$ cat src/rtl/mem_stage.sv
// MIPS32 memory-access stage: drives data-memory transactions over a req/ack bus,
// steers store byte lanes, extends load data and registers the MEM/WB outputs.
module mem_stage #(
    parameter int unsigned TIMEOUT = 255
) (
    input  logic        clk,
    input  logic        rst,
    input  logic        valid_i,
    input  logic        flush_i,
    input  logic [4:0]  rd_addr_i,
    input  logic        rd_write_i,
    input  logic [31:0] write_data_i,
    input  logic [3:0]  mem_op_i,
    input  logic [31:0] mem_addr_i,
    input  logic [31:0] mem_wdata_i,
    output logic        bus_req_o,
    output logic        bus_we_o,
    output logic [31:0] bus_addr_o,
    output logic [3:0]  bus_sel_o,
    output logic [31:0] bus_wdata_o,
    input  logic [31:0] bus_rdata_i,
    input  logic        bus_ack_i,
    output logic        stall_req_o,
    output logic [4:0]  rd_addr_o,
    output logic        rd_write_o,
    output logic [31:0] write_data_o,
    output logic        exc_misalign_o,
    output logic        exc_buserr_o,
    output logic [31:0] badvaddr_o
);

    typedef enum logic {IDLE, REQ} state_t;

    localparam logic [3:0] OP_LB  = 4'd1;
    localparam logic [3:0] OP_LBU = 4'd2;
    localparam logic [3:0] OP_LH  = 4'd3;
    localparam logic [3:0] OP_LHU = 4'd4;
    localparam logic [3:0] OP_LW  = 4'd5;
    localparam logic [3:0] OP_SB  = 4'd6;
    localparam logic [3:0] OP_SH  = 4'd7;
    localparam logic [3:0] OP_SW  = 4'd8;
    localparam logic [7:0] LAST_WAIT = 8'(TIMEOUT - 1);

    state_t      state, next_state;
    logic [7:0]  cnt;
    logic [4:0]  lat_rd;
    logic [3:0]  lat_op;
    logic [1:0]  lat_off;
    logic        flushed;

    logic        is_load, is_store, is_mem, misaligned;
    logic [3:0]  sel;
    logic [31:0] wdata_lane;
    logic [7:0]  load_byte;
    logic [15:0] load_half;
    logic [31:0] load_data;
    logic        lat_is_load;
    logic        start, done, abort, stall;

    // NOTE: every always_comb output gets a default first so no latch is inferred.
    always_comb begin
        is_load    = 1'b0;
        is_store   = 1'b0;
        misaligned = 1'b0;
        sel        = 4'b0000;
        wdata_lane = mem_wdata_i;
        case (mem_op_i)
            OP_LB, OP_LBU: begin
                is_load = 1'b1;
                sel     = 4'b1000 >> mem_addr_i[1:0];
            end
            OP_LH, OP_LHU: begin
                is_load    = 1'b1;
                sel        = mem_addr_i[1] ? 4'b0011 : 4'b1100;
                misaligned = mem_addr_i[0];
            end
            OP_LW: begin
                is_load    = 1'b1;
                sel        = 4'b1111;
                misaligned = |mem_addr_i[1:0];
            end
            OP_SB: begin
                is_store   = 1'b1;
                sel        = 4'b1000 >> mem_addr_i[1:0];
                wdata_lane = {4{mem_wdata_i[7:0]}};
            end
            OP_SH: begin
                is_store   = 1'b1;
                sel        = mem_addr_i[1] ? 4'b0011 : 4'b1100;
                misaligned = mem_addr_i[0];
                wdata_lane = {2{mem_wdata_i[15:0]}};
            end
            OP_SW: begin
                is_store   = 1'b1;
                sel        = 4'b1111;
                misaligned = |mem_addr_i[1:0];
            end
            default: ;
        endcase
    end

    assign is_mem = is_load | is_store;

    // Big-endian lanes: byte offset 0 lives in bits 31:24.
    always_comb begin
        load_byte = bus_rdata_i[31:24];
        case (lat_off)
            2'd1:    load_byte = bus_rdata_i[23:16];
            2'd2:    load_byte = bus_rdata_i[15:8];
            2'd3:    load_byte = bus_rdata_i[7:0];
            default: load_byte = bus_rdata_i[31:24];
        endcase
        load_half = lat_off[1] ? bus_rdata_i[15:0] : bus_rdata_i[31:16];
        load_data = bus_rdata_i;
        case (lat_op)
            OP_LB:   load_data = {{24{load_byte[7]}}, load_byte};
            OP_LBU:  load_data = {24'd0, load_byte};
            OP_LH:   load_data = {{16{load_half[15]}}, load_half};
            OP_LHU:  load_data = {16'd0, load_half};
            default: load_data = bus_rdata_i;
        endcase
    end

    assign lat_is_load = (lat_op >= OP_LB) && (lat_op <= OP_LW);

    always_comb begin
        next_state = state;
        start      = 1'b0;
        done       = 1'b0;
        abort      = 1'b0;
        stall      = 1'b0;
        case (state)
            IDLE: begin
                if (valid_i && !flush_i && is_mem && !misaligned) begin
                    start      = 1'b1;
                    stall      = 1'b1;
                    next_state = REQ;
                end
            end
            REQ: begin
                if (bus_ack_i) begin
                    done       = 1'b1;
                    next_state = IDLE;
                end else if (cnt == LAST_WAIT) begin
                    abort      = 1'b1;
                    next_state = IDLE;
                end else begin
                    stall = 1'b1;
                end
            end
            default: next_state = IDLE;
        endcase
    end

    assign stall_req_o = stall && !rst;

    // NOTE: sequential state uses non-blocking assignments only.
    always_ff @(posedge clk or posedge rst) begin
        if (rst) state <= IDLE;
        else     state <= next_state;
    end

    always_ff @(posedge clk or posedge rst) begin
        if (rst) begin
            cnt            <= 8'd0;
            lat_rd         <= 5'd0;
            lat_op         <= 4'd0;
            lat_off        <= 2'd0;
            flushed        <= 1'b0;
            bus_req_o      <= 1'b0;
            bus_we_o       <= 1'b0;
            bus_addr_o     <= 32'd0;
            bus_sel_o      <= 4'd0;
            bus_wdata_o    <= 32'd0;
            rd_addr_o      <= 5'd0;
            rd_write_o     <= 1'b0;
            write_data_o   <= 32'd0;
            exc_misalign_o <= 1'b0;
            exc_buserr_o   <= 1'b0;
            badvaddr_o     <= 32'd0;
        end else begin
            exc_misalign_o <= 1'b0;
            exc_buserr_o   <= 1'b0;
            if (state == IDLE) begin
                if (!valid_i || flush_i) begin
                    rd_write_o <= 1'b0;
                end else if (!is_mem) begin
                    rd_addr_o    <= rd_addr_i;
                    rd_write_o   <= rd_write_i;
                    write_data_o <= write_data_i;
                end else if (misaligned) begin
                    rd_write_o     <= 1'b0;
                    exc_misalign_o <= 1'b1;
                    badvaddr_o     <= mem_addr_i;
                end else if (start) begin
                    bus_req_o   <= 1'b1;
                    bus_we_o    <= is_store;
                    bus_addr_o  <= {mem_addr_i[31:2], 2'b00};
                    bus_sel_o   <= sel;
                    bus_wdata_o <= wdata_lane;
                    rd_write_o  <= 1'b0;
                    cnt         <= 8'd0;
                    lat_rd      <= rd_addr_i;
                    lat_op      <= mem_op_i;
                    lat_off     <= mem_addr_i[1:0];
                    flushed     <= 1'b0;
                end
            end else begin
                if (done) begin
                    bus_req_o <= 1'b0;
                    // A flush arriving in the ack cycle itself also kills the writeback.
                    if (lat_is_load && !flushed && !flush_i) begin
                        rd_write_o   <= 1'b1;
                        rd_addr_o    <= lat_rd;
                        write_data_o <= load_data;
                    end else begin
                        rd_write_o <= 1'b0;
                    end
                end else if (abort) begin
                    bus_req_o    <= 1'b0;
                    exc_buserr_o <= 1'b1;
                    badvaddr_o   <= {bus_addr_o[31:2], lat_off};
                    rd_write_o   <= 1'b0;
                end else begin
                    cnt <= cnt + 8'd1;
                    if (flush_i) flushed <= 1'b1;
                end
            end
        end
    end

endmodule

$ cat config.mk
export PLATFORM = sky130hd
export DESIGN_NAME = mem_stage
export DESIGN_NICKNAME = d
export VERILOG_FILES = /design/src/rtl/mem_stage.sv
export SDC_FILE = /design/constraint.sdc
export NUM_CORES = 1
export LEC_CHECK = 0
export BUFFER_PORTS_ARGS = -buffer_cell sky130_fd_sc_hd__buf_2
export CORE_MARGIN = 2
export CORE_UTILIZATION = 35
export DETAILED_ROUTE_END_ITERATION = 10
export GPL_TIMING_DRIVEN = 0
export PLACE_DENSITY_LB_ADDON = 0.08
export SLEW_MARGIN = 30
export SYNTH_ARGS = -nofsm -noshare
export SYNTH_HDL_FRONTEND = slang
export SYNTH_SLANG_ARGS = --single-unit
$ cat constraint.sdc
create_clock -name clk -period 7.6 [get_ports clk]
set_clock_uncertainty 0.2 [all_clocks]
set_input_delay 1.52 -clock clk [delete_from_list [all_inputs] [get_ports clk]]
set_output_delay 1.52 -clock clk [all_outputs]
set_load 0.05 [all_outputs]
* Word level (Yosys, flattened, before mapping) *
Index checks and enable logic that the tools add are counted.

storage, ports and cells
  output and inout bits = 143
  word-level logic and storage cells = 151
  input port bits = 143
  register bits = 161

cells by class
  bitwise operators = 4
  order comparisons = 2
  shift-type cells = 1
  muxes and demuxes = 70
  reductions and logical operators = 29
  equal/unequal tests = 27
  add/subtract/negate cells = 1

operators by type and width
  operator                                                count
  two-way mux 32 bit                                      11
  one-hot mux 32 bit (4 select lines)                     1
  one-hot mux 32 bit (2 select lines)                     1
  two-way mux 8 bit                                       7
  two-way mux 1 bit                                       39
  two-way mux 5 bit                                       5
  one-hot mux 8 bit (3 select lines)                      1
  equality test 4 x 3 -> 1 bit (second input constant)    5
  equality test 4 x 2 -> 1 bit (second input constant)    4
  two-way mux 16 bit                                      1
  AND reduction 5 bit                                     3
  inequality test 2 bit (second input constant)           6
  one-hot mux 4 bit (3 select lines)                      1
  OR reduction 3 bit                                      3
  adder 8 x 1 -> 8 bit (second input constant)            1
  equality test 4 x 1 -> 1 bit (second input constant)    2
  equality test 8 bit (second input constant)             1
  logical AND 1 bit                                       7
  AND reduction 7 bit                                     1
  inequality test 2 x 1 -> 1 bit (second input constant)  3
  AND reduction 6 bit                                     1
  nonzero test 2 bit                                      3
  logical NOT 1 bit                                       5
  inequality test 5 x 2 -> 1 bit (second input constant)  1
  16 further kinds                                        21

* Logic depth before layout (Yosys ltp) *
Gate-level depths: netlist of run 1.

  word-level depth = 13
  gate-level depth with buffers = 8
  mapped depth without buffers = 7

* Worst setup path before layout of run 1 *
Ideal clock, no wire load.

  kind = input -> output
  start = in flush_i
  end = out stall_req_o
  slack = 2,528 ps
  buffers on the path = 1
  data arrival time = 3,352 ps
  cell stages on the path = 6
  required time = 5,880 ps
  cells stage by stage = or3b_1 nor3_1 nand4_2 buf_4 and2_1 nor2_1

on the way
  cells in the longest elaborated chain, start to end = 7

ends and longest elaborated chain
  what                                line  RTL
  from (decl)                         9     input logic flush_i,
  logical NOT 1 bit                   134   if (valid_i && !flush_i && is_mem && !misaligned) begin
  logical AND 1 bit (3 in a row)      134
  two-way mux 1 bit                   134
  one-hot mux 1 bit (2 select lines)  132   case (state)
  logical AND 1 bit                   155   assign stall_req_o = stall && !rst;
  to (decl)                           23    output logic stall_req_o,

Every way passes these cells.

* Worst setup path in the final report of run 1 *
Same ends and word-level chain as after synthesis.

==> summary.txt, run 1 <==
Outcome
  • Outcome: finished clean

Pwr
  • Maximum VDD drop: 0.1473 mV
  • PwrDens: 362.6 mW/mm^2
  • P_leak: 5.164 nW

Floorplanning
  • Initial Utilization: 35.90%
  • I/O pins: 286
  • Die Y: 156.9 microns
  • Die ar.: 0.02460 sq mm
  • Cell row count: 55
  • Die outline width: 156.9 microns
  • Core area: 0.02278 sq mm

GRT
  • Largest net degree at the start of global routing: 84
  • Global route overflow: 0
  • Wire length of the first global-routing pass: 38,320 microns
  • Vias in the first global route: 6,765
  • Antenna violations before repair: 2
  • GRT Util Overall: 20.36%

Final layout
  • Share of cells above drive strength 1: 46.87%
  • Area growth syn-to-layout: 29.51%
  • Most frequent cells in the layout: buf_2 (296), dfrtp_1 (161), mux2_2 (93)
  • Layout filler cell count: 2,270
  • Leading cell type in the layout, fill and taps excluded: buf_2
  • Area occupied by multi-input gates: 0.003896 sq mm
  • Final Core Density: 46.50%
  • Final net count: 1,154
  • Design area: 0.01059 sq mm
  • Sequential Area: 0.004029 sq mm

Critical path
  • Critical-path top delay cell: or3b_1
  • CP peak stage delay: 430 ps
  • Crit path DAT: 3380 ps
  • Worst path required time: 5880 ps
  • Crit Path Max Fanout: 10
  • Worst Setup Start Kind: input port
  • Most used cell, CP: buf_2
  • CP Buf/Inv Count: 3
  • Setup crit end kind: output pin
  • Worst path cell trace: buf_2 > or3b_1 > nor3_1 > nand4_2 > buf_4 > and2_1 > nor2_1 > buf_2
  • WS Path Type: input port to output pin
  • Top delay family on crit path: simple AND/OR/NAND/NOR gates

Synthesis
  • Syn_area_per_cell: 11.58 sq um
  • Top FF cell, synth: dfrtp_1
  • Post-synth EDFFs: 0
  • Synth cell types: 61
  • Post-Syn Area: 0.008178 sq mm
  • Ys Warns: 0
  • Synth top area cells: dfrtp_1 (49%), mux2_2 (13%), mux2_4 (5.5%)
  • Flops & latches, synth: 161
  • Syn Inst Count: 706
  • Synth area leader: dfrtp_1
  • Post-synth ARST share: 100.0%
  • Register area share after synthesis: 49.27%
  • Post-synth top area share: 49.27%

Clocking
  • CTS tree: built
  • Post-cts resize count: 0
  • Hold-fix buffers at CTS: 0
  • CTS Sinks: 161
  • Root buf cell: clkbuf_16
  • H-tree depth: 4
  • Inserted Clock Buffers: 17
  • Clock-pin slew on the worst setup and hold paths: 70 ps
  • Setup Buffers After CTS: 0
  • Worst-Skew Late Latency: 420 ps
  • CTS Buffer Depth: 2

Flow run
  • Max-Cap Viols: 0

Timing
  • Worst slew pin tran: 883.8 ps
  • FMAX: 196.0 MHz
  • Tcrit/Tclk final: 67.12%
  • Setup tns final: 0 ps
  • Slew headroom: 40.86%
  • Hold WS: 273.2 ps
  • Max Slew Vio Count: 0
  • Final Setup Violations: 0
  • RSZ-0062 raised after global routing: false
  • Min cycle time layout: 5101 ps
  • Hold Vio Cnt, Final: 0

Detailed routing
  • ANT nets after route: 0
  • Vias: 6,553
  • Detailed Routing Iterations Pass 1: 4
  • 1st-iter DRT viols: 326
  • Drc violations: 0
  • Routed wire length: 24,880 microns
  • DR WL/cell: 18.61 microns
  • Via density: 4.901

Placement
  • Placed wire-length estimate: 18,650 microns
  • Placed inst area: 0.01002 sq mm
  • I/O Buffers: 282
  • Final GP Congestion: 0.8235

Worst hold path
  • Hold Crit Class: register to register
cells in the mapped netlist, types with 9 or more instances:
master	n
o21ai_0	70
buf_2	14
nor2_1	29
mux2_2	93
a2111oi_0	9
mux2i_1	41
mux2_4	30
dfrtp_1	161
a21oi_1	21
clkbuf_1	23
o2bb2ai_1	16
nand2_1	82
worst paths after layout:
path | slack, ps | start | cells after the start | endpoint
max | 2500 | flush_i | 8 | stall_req_o
min | 270 | bus_wdata_o[8] | 2 | bus_wdata_o[8]
max reg2reg | 4620 | lat_off[1] | 6 | write_data_o[3]
min reg2reg | 270 | bus_wdata_o[8] | 2 | bus_wdata_o[8]
max in group asynchronous | 5380 | rst | 3 | lat_off[1]
min in group asynchronous | 990 | rst | 2 | bus_addr_o[17]
final cells by class:
| type | instances | share of cell area [%] |
|---|---|---|
| repair buffers | 283 | 13.59 |
| inverters | 5 | 0.2481 |
| plain buffers | 48 | 2.292 |
| clock buffers | 18 | 4.146 |
| well taps | 313 | 3.698 |
| multi-input cells | 493 | 36.79 |
| diodes | 2 | 0.04725 |
| flip-flops and latches | 161 | 38.04 |
| clock inverters | 14 | 1.158 |
worst reg2reg max path, stage by stage, from the launching register on:
cell       delay (ps)
dfrtp_1           350
clkbuf_1          480
buf_1             580
mux2i_1           260
nor2_1             50
a2111oi_0         720
o21ai_0           190
cells by family after synthesis:
kind of cell	Yosys count	synth area share (%)
compound gates	146	11.61
xor+xnor	6	0.6426
fa+ha+maj	3	0.4284
buf+inv	53	3.198
flops	161	49.27
mux	171	25.26
other cells	1	0.04586
simple gates	165	9.547
power by group:
group	switching (mW)	total, mW	internal, mW	leakage, nW
Sequential	0.148	1.26	1.11	1.98
Combinational	1.25	1.75	0.496	2.92
Clock	0.392	0.831	0.439	0.274
Total	1.79	3.84	2.05	5.16
routing by layer:
metal / routed length (microns) / GRT usage, % / vias to the layer above
met5: 30 / 0 / -
met2: 11670 / 33.33 / 218
met4: 226 / 4.543 / 4
met1: 11020 / 26.61 / 3133
met3: 1937 / 6.065 / 18
li1: - / - / 3180
registers in the layout (all words and copies together), names as in the netlist, 4 cells and up:
name,flops
badvaddr_o,32
bus_wdata_o,32
write_data_o,32
bus_addr_o,30
cnt,8
lat_rd,5
rd_addr_o,5
bus_sel_o,4
lat_op,4
metrics by stage:
| step | setup slack (ps) | total power, mW | std cells |
|---|---|---|---|
| final | 2499 | 3.840 | 1337 |
| after CTS | 2450 | 3.881 | 1335 |
| after detailed placement | 2478 | 3.035 | 1303 |
| after global routing | 2274 | 4.036 | 1335 |
| after global placement | -957.6 | 3.024 | 1302 |
| after floorplan | 1532 | 2.578 | 707 |
(Power assumes the default switching activity.)
==> run 2: changes to the inputs <==
==> constraint.sdc (replaced) <==
create_clock -name clk -period 4.91 [get_ports clk]
set_clock_uncertainty 0.2 [all_clocks]
set_input_delay 0.982 -clock clk [delete_from_list [all_inputs] [get_ports clk]]
set_output_delay 0.982 -clock clk [all_outputs]
set_load 0.05 [all_outputs]
==> run 2 against run 1 <==
Effect of this change: register-to-register slack got worse by 2600 ps; largest cell class unchanged; critical endpoint unchanged; cell area grew 1.1%; cell count increased by 0.45%; critical path depth unchanged; sequential share of layout area down 0.42 points.
==> summary.txt, run 2 (synthesis gave the netlist of run 1 again) <==
Outcome
  • Outcome: finished clean

Critical path
  • Worst path required time: 3730 ps
  • Worst Setup Start Kind: input port
  • RR Startpoint: lat_off[1]
  • WS Path Type: input port to output pin
  • Setup crit end kind: output pin
  • FF-to-FF setup slack: 2030 ps
  • CP Launch Point: flush_i
  • Crit path DAT: 2850 ps
  • Crit Path Max Fanout: 10

GRT
  • Antenna violations before repair: 1
  • Global route overflow: 0
  • Largest net degree at the start of global routing: 28
  • Vias in the first global route: 6,771
  • Wire length of the first global-routing pass: 38,430 microns
  • GRT Util Overall: 20.54%

Pwr
  • Sw Share: 46.75%
  • P_leak: 5.217 nW
  • PwrDens: 554.1 mW/mm^2
  • Total power: 5.935 mW
  • Pint: 3.161 mW
  • Maximum VDD drop: 0.2385 mV
  • Clock power share: 21.4%
  • Comb pwr share: 45.8%
  • Switch Pwr: 2.774 mW
  • Sequential Power Share: 32.8%

Placement
  • Final GP Congestion: 0.8211
  • Placed wire-length estimate: 19,220 microns
  • Placed cells: 1,309
  • Post-Place Setup Slack: 867.9 ps
  • Placed inst area: 0.01015 sq mm
  • I/O Buffers: 282

Floorplanning
  • Die ar.: 0.02460 sq mm
  • Core area: 0.02278 sq mm
  • Cell row count: 55
  • I/O pins: 286
  • Initial Utilization: 35.90%
  • Die outline width: 156.9 microns
  • Die Y: 156.9 microns

Final layout
  • Most frequent cells in the layout: buf_2 (296), dfrtp_1 (161), mux2_2 (93)
  • Final Core Density: 47.02%
  • Leading cell type in the layout, fill and taps excluded: buf_2
  • Final net count: 1,160
  • Regs by FF count: badvaddr_o x32, bus_wdata_o x32, write_data_o x32
  • Share of cells above drive strength 1: 47.08%
  • Area growth syn-to-layout: 30.97%
  • Post-route insts no fill: 1,343
  • Design area: 0.01071 sq mm

Detailed routing
  • ANT nets after route: 0
  • Vias: 6,704
  • Routed wire length: 25,050 microns
  • Drc violations: 0
  • DR WL/cell: 18.65 microns
  • Detailed Routing Iterations Pass 1: 4
  • Via density: 4.992
  • 1st-iter DRT viols: 234

Timing
  • Tcrit/Tclk final: 82.10%
  • Worst slew pin tran: 913.0 ps
  • FMAX: 248.1 MHz
  • Slew headroom: 38.91%
  • Final WS setup: 878.7 ps
  • Min cycle time layout: 4031 ps
  • RSZ-0062 raised after global routing: false
  • Hold Vio Cnt, Final: 0
  • Hold WS: 269.6 ps
  • Max Slew Vio Count: 0
  • Final Setup Violations: 0
  • Setup tns final: 0 ps

Clocking
  • Hold-fix buffers at CTS: 0
  • CTS tree: built
  • Clock-pin slew on the worst setup and hold paths: 70 ps
  • Post-cts resize count: 0
  • Setup Buffers After CTS: 0
  • H-tree depth: 4
  • Inserted Clock Buffers: 17
  • Worst-Skew Late Latency: 420 ps
  • CTS Sinks: 161
  • CTS Buffer Depth: 2
  • Root buf cell: clkbuf_16

Worst hold path
  • Hold_sp: rd_write_o
  • Hold Crit Class: register to register

Flow run
  • Max-Cap Viols: 0
==> run 2: critical path, stage by stage <==
cell and delay (ps):
buf_2 120, or3b_1 440, nor3_1 290, nand4_2 210
buf_4 250, and2_1 200, nor2_1 100, buf_2 260
==> run 2: layer usage <==
metal	wire, microns	up-vias	global-route usage, %
li1	-	3192	-
met1	10970	3269	26.42
met2	11920	223	33.81
met3	1831	20	5.871
met4	327	0	5.679
met5	0	-	0
==> run 2: worst paths after layout <==
path	to	cells past startpoint
setup / recovery	stall_req_o	8
hold / removal	rd_write_o	2
setup reg to reg	write_data_o[3]	6
hold reg to reg	rd_write_o	2
max in group asynchronous	bus_wdata_o[15]	6
min in group asynchronous	bus_addr_o[19]	2
==> run 2: final cells by class <==
type                       instances  area (sq um)
antenna                            2         5.005
buffer                            48         242.7
clock buffer                      17         425.4
clock inverter                    15         128.9
fill                            2207         12070
inverter                           5         22.52
multi-input combinational        493          3891
sequential                       161          4029
tap                              313         391.6
timing repair buffer             289          1574
==> run 2: power by group through the flow <==
stage	combinational (mW)	sequential, mW	clock, mW
2_1_floorplan	0.777	3.21	0
5_1_grt	2.88	2.00	1.37
3_3_place_gp	2.71	1.96	0
3_5_place_dp	2.74	1.97	0
6_report	2.72	1.95	1.27
4_1_cts	2.74	1.95	1.31
